$ cat config.mk
export PLATFORM = sky130hd
export DESIGN_NAME = dmem_port_arbiter
export DESIGN_NICKNAME = d
export VERILOG_FILES = /design/src/rtl/dmem_port_arbiter.sv
export SDC_FILE = /design/constraint.sdc
export NUM_CORES = 1
export LEC_CHECK = 0
export BUFFER_PORTS_ARGS = -buffer_cell sky130_fd_sc_hd__buf_2
export CORE_AREA = 2 2 120 122
export CTS_CLUSTER_DIAMETER = 100
export DETAILED_ROUTE_END_ITERATION = 12
export DIE_AREA = 0 0 122 124
export PLACE_DENSITY = 0.51
export SLEW_MARGIN = 20
export SYNTH_ARGS = -nofsm -noshare
export SYNTH_HDL_FRONTEND = slang
export SYNTH_SLANG_ARGS = --single-unit
$ cat constraint.sdc
create_clock -name clk -period 2.1 [get_ports clk]
set_clock_uncertainty 0.2 [all_clocks]
set_input_delay 0.315 -clock clk [delete_from_list [all_inputs] [get_ports clk]]
set_output_delay 0.315 -clock clk [all_outputs]
set_load 0.01 [all_outputs]
$ cat src/rtl/dmem_port_arbiter.sv
// dmem_port_arbiter: shares the data RAM between the MEM stage and a DMA master with a starvation guard
module dmem_port_arbiter #(
  parameter int ADDR_W = 32,
  parameter int STARVE_LIMIT = 4
) (
  input  logic              clk,
  input  logic              rst,
  input  logic              cpu_req,
  input  logic              cpu_we,
  input  logic [ADDR_W-1:0] cpu_addr,
  input  logic [31:0]       cpu_wdata,
  input  logic [2:0]        cpu_ubhw,
  output logic              cpu_stall,
  output logic [31:0]       cpu_rdata,
  output logic              cpu_rvalid,
  input  logic              dma_req,
  input  logic              dma_we,
  input  logic [ADDR_W-1:0] dma_addr,
  input  logic [31:0]       dma_wdata,
  input  logic [2:0]        dma_ubhw,
  output logic              dma_gnt,
  output logic [31:0]       dma_rdata,
  output logic              dma_rvalid,
  output logic [ADDR_W-1:0] ram_addr,
  output logic [31:0]       ram_wdata,
  output logic              ram_we,
  output logic [2:0]        ram_ubhw,
  input  logic [31:0]       ram_rdata
);
  localparam logic [3:0] LIMIT = 4'(STARVE_LIMIT);
  localparam logic [1:0] OWN_NONE = 2'b00, OWN_CPU = 2'b01, OWN_DMA = 2'b10;
  logic [3:0] starve_cnt;
  logic [1:0] rd_owner;
  logic       cpu_gnt;
  assign dma_gnt   = dma_req & (~cpu_req | starve_cnt == LIMIT);
  assign cpu_gnt   = cpu_req & ~dma_gnt;
  assign cpu_stall = cpu_req & ~cpu_gnt;
  // Idle cycles leave the CPU fields on the bus; only the write strobe is gated.
  assign ram_addr  = dma_gnt ? dma_addr : cpu_addr;
  assign ram_wdata = dma_gnt ? dma_wdata : cpu_wdata;
  assign ram_ubhw  = dma_gnt ? dma_ubhw : cpu_ubhw;
  assign ram_we    = dma_gnt ? dma_we : cpu_gnt & cpu_we;
  assign cpu_rvalid = rd_owner == OWN_CPU;
  assign dma_rvalid = rd_owner == OWN_DMA;
  assign cpu_rdata  = ram_rdata;
  assign dma_rdata  = ram_rdata;
  always_ff @(posedge clk or negedge rst) begin
    if (!rst) begin
      starve_cnt <= '0;
      rd_owner   <= OWN_NONE;
    end else begin
      starve_cnt <= (!dma_req || dma_gnt) ? 4'd0 :
                    (cpu_gnt && starve_cnt != LIMIT) ? starve_cnt + 4'd1 : starve_cnt;
      rd_owner   <= (dma_gnt && !dma_we) ? OWN_DMA :
                    (cpu_gnt && !cpu_we) ? OWN_CPU : OWN_NONE;
    end
  end
endmodule

## After elaboration in Yosys (flattened, before gate mapping)

Index checks and enable logic that the tools add are counted.

| word-level totals | value |
|---|---|
| logic and storage cells | 31 |
| flip-flop bits (word level) | 6 |
| bits of input ports | 172 |

| operators by class | value |
|---|---|
| bitwise operators | 8 |
| muxes and demuxes | 8 |
| reduce and logical (&&, ||, !) cells | 8 |
| equality and inequality tests | 4 |
| $add $sub $neg | 1 |

Operator list:

| kind | count |
|---|---|
| 32-bit two-way mux | 2 |
| 4-bit two-way mux | 2 |
| 4-bit by 1-bit adder with 4-bit output (second input constant) | 1 |
| 1-bit AND | 4 |
| 4-bit by 3-bit == test with 1-bit output (second input constant) | 1 |
| 4-bit by 3-bit inequality test with 1-bit output (second input constant) | 1 |
| 1-bit logical AND | 3 |
| 1-bit logical NOT | 3 |
| 3-bit two-way mux | 1 |
| 1-bit NOT | 3 |
| 2-bit by 1-bit == test with 1-bit output (second input constant) | 1 |
| 2-bit == test (second input constant) | 1 |
| 1-bit two-way mux | 2 |
| 2-bit two-way mux | 1 |
| 2-bit nonzero test | 1 |
| 1-bit logical OR | 1 |
| 1-bit bitwise OR | 1 |

## Logic depth before layout (Yosys ltp)

| logic depth | value |
|---|---|
| word-level depth | 8 |
| depth in mapped cells | 7 |
| gate-level depth less buffers | 5 |

## Worst setup path after synthesis

OpenSTA, ideal clock, no wires.

| timing | value |
|---|---|
| kind | reg-to-output |
| from | register starve_cnt[0] |
| to | output ram_addr[0] |
| path slack | 95 ps |
| cell stages (with the launch flop) | 8 |
| buffers on the path | 2 |
| required time | 1585 ps |
| arrival | 1490 ps |
| cells stage by stage | dfrtp_1 -> inv_1 -> ha_1 -> nand3b_1 -> a21boi_2 -> buf_12 -> buf_12 -> mux2_4 |

| on the way | value |
|---|---|
| cells in the longest elaborated chain, start to end | 4 |

Ends and longest elaborated chain:

| element | line | source |
|---|---|---|
| start: declaration | 32 | `logic [3:0] starve_cnt;` |
| start signal: assignment | 52 | `starve_cnt <= (!dma_req \|\| dma_gnt) ? 4'd0 :` |
| 4-bit by 3-bit == test with 1-bit output | 35 | `assign dma_gnt = dma_req & (~cpu_req \| starve_cnt == LIMIT);` |
| 1-bit bitwise OR | 35 |  |
| 1-bit AND | 35 |  |
| 32-bit two-way mux | 39 | `assign ram_addr = dma_gnt ? dma_addr : cpu_addr;` |
| end: declaration | 24 | `output logic [ADDR_W-1:0] ram_addr,` |

Every way passes these cells.

## Worst setup path in the final report

| timing | value |
|---|---|
| from | register starve_cnt[0] |
| to | output ram_wdata[26] |

| on the way | value |
|---|---|
| cells in the longest elaborated chain, start to end | 4 |

Ends and longest elaborated chain:

| element | line | source |
|---|---|---|
| 4-bit by 3-bit == test with 1-bit output | 35 |  |
| 1-bit bitwise OR | 35 |  |
| 1-bit AND | 35 |  |
| 32-bit two-way mux | 40 | `assign ram_wdata = dma_gnt ? dma_wdata : cpu_wdata;` |
| end: declaration | 25 | `output logic [31:0] ram_wdata,` |

Every way passes these cells.

==> flow_metrics.tcl <==
set metrics [dict create \
    cap_viol_max_count 0 \
    antenna_found_initial 0 \
    io_buffers 211 \
    layout_common_cells "172 x buf_2, 65 x mux2_4, 36 x buf_6, 22 x buf_4, 6 x dfrtp_1" \
    max-slew-margin-rel_pct 79.2 \
    worstPathMaxFanout 16 \
    leakage_uw 0.00174 \
    holdPathStages 2 \
    grt.overflow.total 0 \
    grt_start_max_net_pins 17 \
    place_congestion 0.767 \
    n_antenna_cell 0 \
    hold_slack_ns 0.0946 \
    cp-end-kind "output port" \
    placed_cells 506 \
    clk_pin_slew_worst_paths_ns 0.03 \
    grt_usage_pct 8.10 \
    rows 43 \
    ir_drop_v 0.000182 \
    initial_core_util_pct 14.1 \
    clock_path_buffers 2 \
    hold_viol 0 \
    drive_gt1_share_pct 91.3 \
    fill_cells 1471 \
    cts_sinks 6 \
    yosysTopAreaCell "mux2_4" \
    cts_made_buffers 3 \
    reg2reg_depth 7 \
    mappedNetlistArea_mm2 0.00194 \
    path_class "register to output port" \
    dr.pass1.iters 4 \
    multi_input_area_mm2 0.00114 \
    synth-simple-area-share_pct 3.55 \
    ys_ff_latch 6 \
    syn2layout_area_growth_pct 62.4 \
    min_period_over_period_pct 117 \
    hold_class "input pin to register" \
    coreArea_mm2 0.0137 \
    status "complete, but fails checks" \
    top_level_ports 308 \
    synth_top_area_share_pct 50.4 \
    grt_pass1_vias 1865 \
    arrival_ns 1.94 \
    cts.htree.levels 1 \
    synthMuxAreaShare_pct 52.1 \
    violations "setup timing" \
    slew_viol_final 0 \
    fp.dieH_um 124 \
    hp-start "cpu_we" \
    hpwl_um 6390 \
    setup_viol 69 \
    instances_no_fill 515 \
    r2r-start "starve_cnt[0]" \
    via_per_inst 3.51 \
    reg2reg_to "rd_owner[0]" \
    regArea_um2 150 \
    die-width_um 122 \
    rsz0062_at_grt "yes" \
    drc 0 \
    nNetsFinal 511 \
    synth_cells 168 \
    power_density_mw_per_mm2 347 \
    synth_warnings 0 \
    synth_adder_area_share_pct 1.29 \
    cts_root_buf "clkbuf_16" \
    ant_nets 0 \
    fmax_mhz 407 \
    yosysUniqueCellTypes 18 \
    reg2reg_slack_ns 0.38 \
    fin_crit_ns 2.46 \
    min_to "rd_owner[0]" \
    grt_first_pass_wirelength_um 9530 \
    setup_ws_ns -0.359 \
    netlist_top_cells_area "mux2_4 50%, buf_4 25%, buf_12 8.3%" \
    synth_top_family_by_area "multiplexers" \
    wl_per_cell_um 14.4 \
    synth_xor_area_share_pct 0.904 \
    required_ns 1.58 \
    ys_seq_area_share_pct 7.75 \
    cts_tree "built" \
    worst_pin_slew_ns 0.311 \
    first_iter_violations 23 \
    finalWirelength_um 7430 \
    syn_nets 342 \
    post_synth.cell_area_avg_um2 11.5 \
    crit_path_start_kind "register" \
    clkLatencyLatePin_ns 0.22 \
    die-area_mm2 0.0151 \
    vias 1808 \
    mostFrequentLayoutCell "buf_2" \
    synth_compound_area_share_pct 0.581 \
]
## sequential cells by signal, summed over array words and instances, names as in the netlist
| register | flops |
|---|---|
| starve_cnt | 4 |
| rd_owner | 2 |
## final cells by class
| cell class | instances | area share [%] |
|---|---|---|
| inverters | 4 | 0.477 |
| multi-input cells | 86 | 36.2 |
| clock buffers | 3 | 2.39 |
| flip-flops and latches | 6 | 4.77 |
| repair buffers | 236 | 49.0 |
| well taps | 180 | 7.16 |
## metal layers
| metal | up-vias | part of all wire [%] | track usage (%) |
|---|---|---|---|
| met4 | 0 | 1.1 | 1.94 |
| li1 | 837 | - | - |
| met2 | 126 | 53 | 15.7 |
| met1 | 828 | 34 | 8.67 |
| met3 | 17 | 12 | 2.20 |
| met5 | - | 0 | 0 |
## what timing repair did
item | CTS | global route
setup buffers | 4 | 1
pin swaps | 0 | 1
resized for setup | 42 | 1
endpoints found under the hold margin | 6 | 0
endpoints found under the setup margin | 69 | 70
hold buffers | 1 | 0
## synthesized netlist by cell type
cell and count:
mux2_4 65, buf_4 64, buf_12 8, dfrtp_1 6, inv_1 4, nor2_1 4, and2_1 2, ha_1 2
mux2_2 2, nand3_1 2, nor2b_1 2, a21boi_2 1, mux2i_1 1, nand2_1 1, nand3b_1 1, nor3b_1 1
xnor2_1 1, xor2_1 1
## worst max-delay path, cell delays in order, from the launching register on
cell and delay [ns]:
dfrtp_1 0.38, inv_1 0.07, ha_1 0.14, nand3b_1 0.14, a21boi_4 0.19, buf_12 0.17
buf_12 0.17, mux2_4 0.32, buf_6 0.12
## logic make-up after synthesis
| family | Yosys count |
|---|---|
| adders and majority gates | 2 |
| muxes | 68 |
| and+or+nand+nor | 13 |
| buffers and inverters | 76 |
| AOI/OAI and AO/OA | 1 |
| xor gates and xnor gates | 2 |
| DFF | 6 |
## through the flow
stage	total power (µW)	cell area, µm²	setup TNS, ns	worst slack, ns	utilization [%]
2_1_floorplan	558	1940	0	0.0949	-
3_3_place_gp	706	2780	-6.99	-0.143	20.2
3_5_place_dp	709	2780	-9.10	-0.181	20.2
4_1_cts	1110	3130	-24.55	-0.390	22.8
5_1_grt	1150	3150	-27.37	-0.431	22.9
6_report	1090	3150	-22.25	-0.359	22.9
## worst max path at each step
stage | startpoint | to | depth (start not counted)
finish | starve_cnt[0] | ram_wdata[26] | 8
CTS | starve_cnt[0] | ram_addr[6] | 8
global placement | starve_cnt[0] | ram_addr[4] | 8
detailed placement | starve_cnt[0] | ram_addr[6] | 8
floorplan | starve_cnt[0] | ram_addr[0] | 7
global route | starve_cnt[0] | ram_wdata[18] | 8
## power by group
group          switching [µW]  total (µW)  leakage [µW]  internal, µW
logic                     251         667       0.00162           417
registers                1.77         122     0.0000814           120
clock network            59.6         304     0.0000370           244
total                     312        1090       0.00174           781
Note: power is estimated with default switching activity, not from simulation.
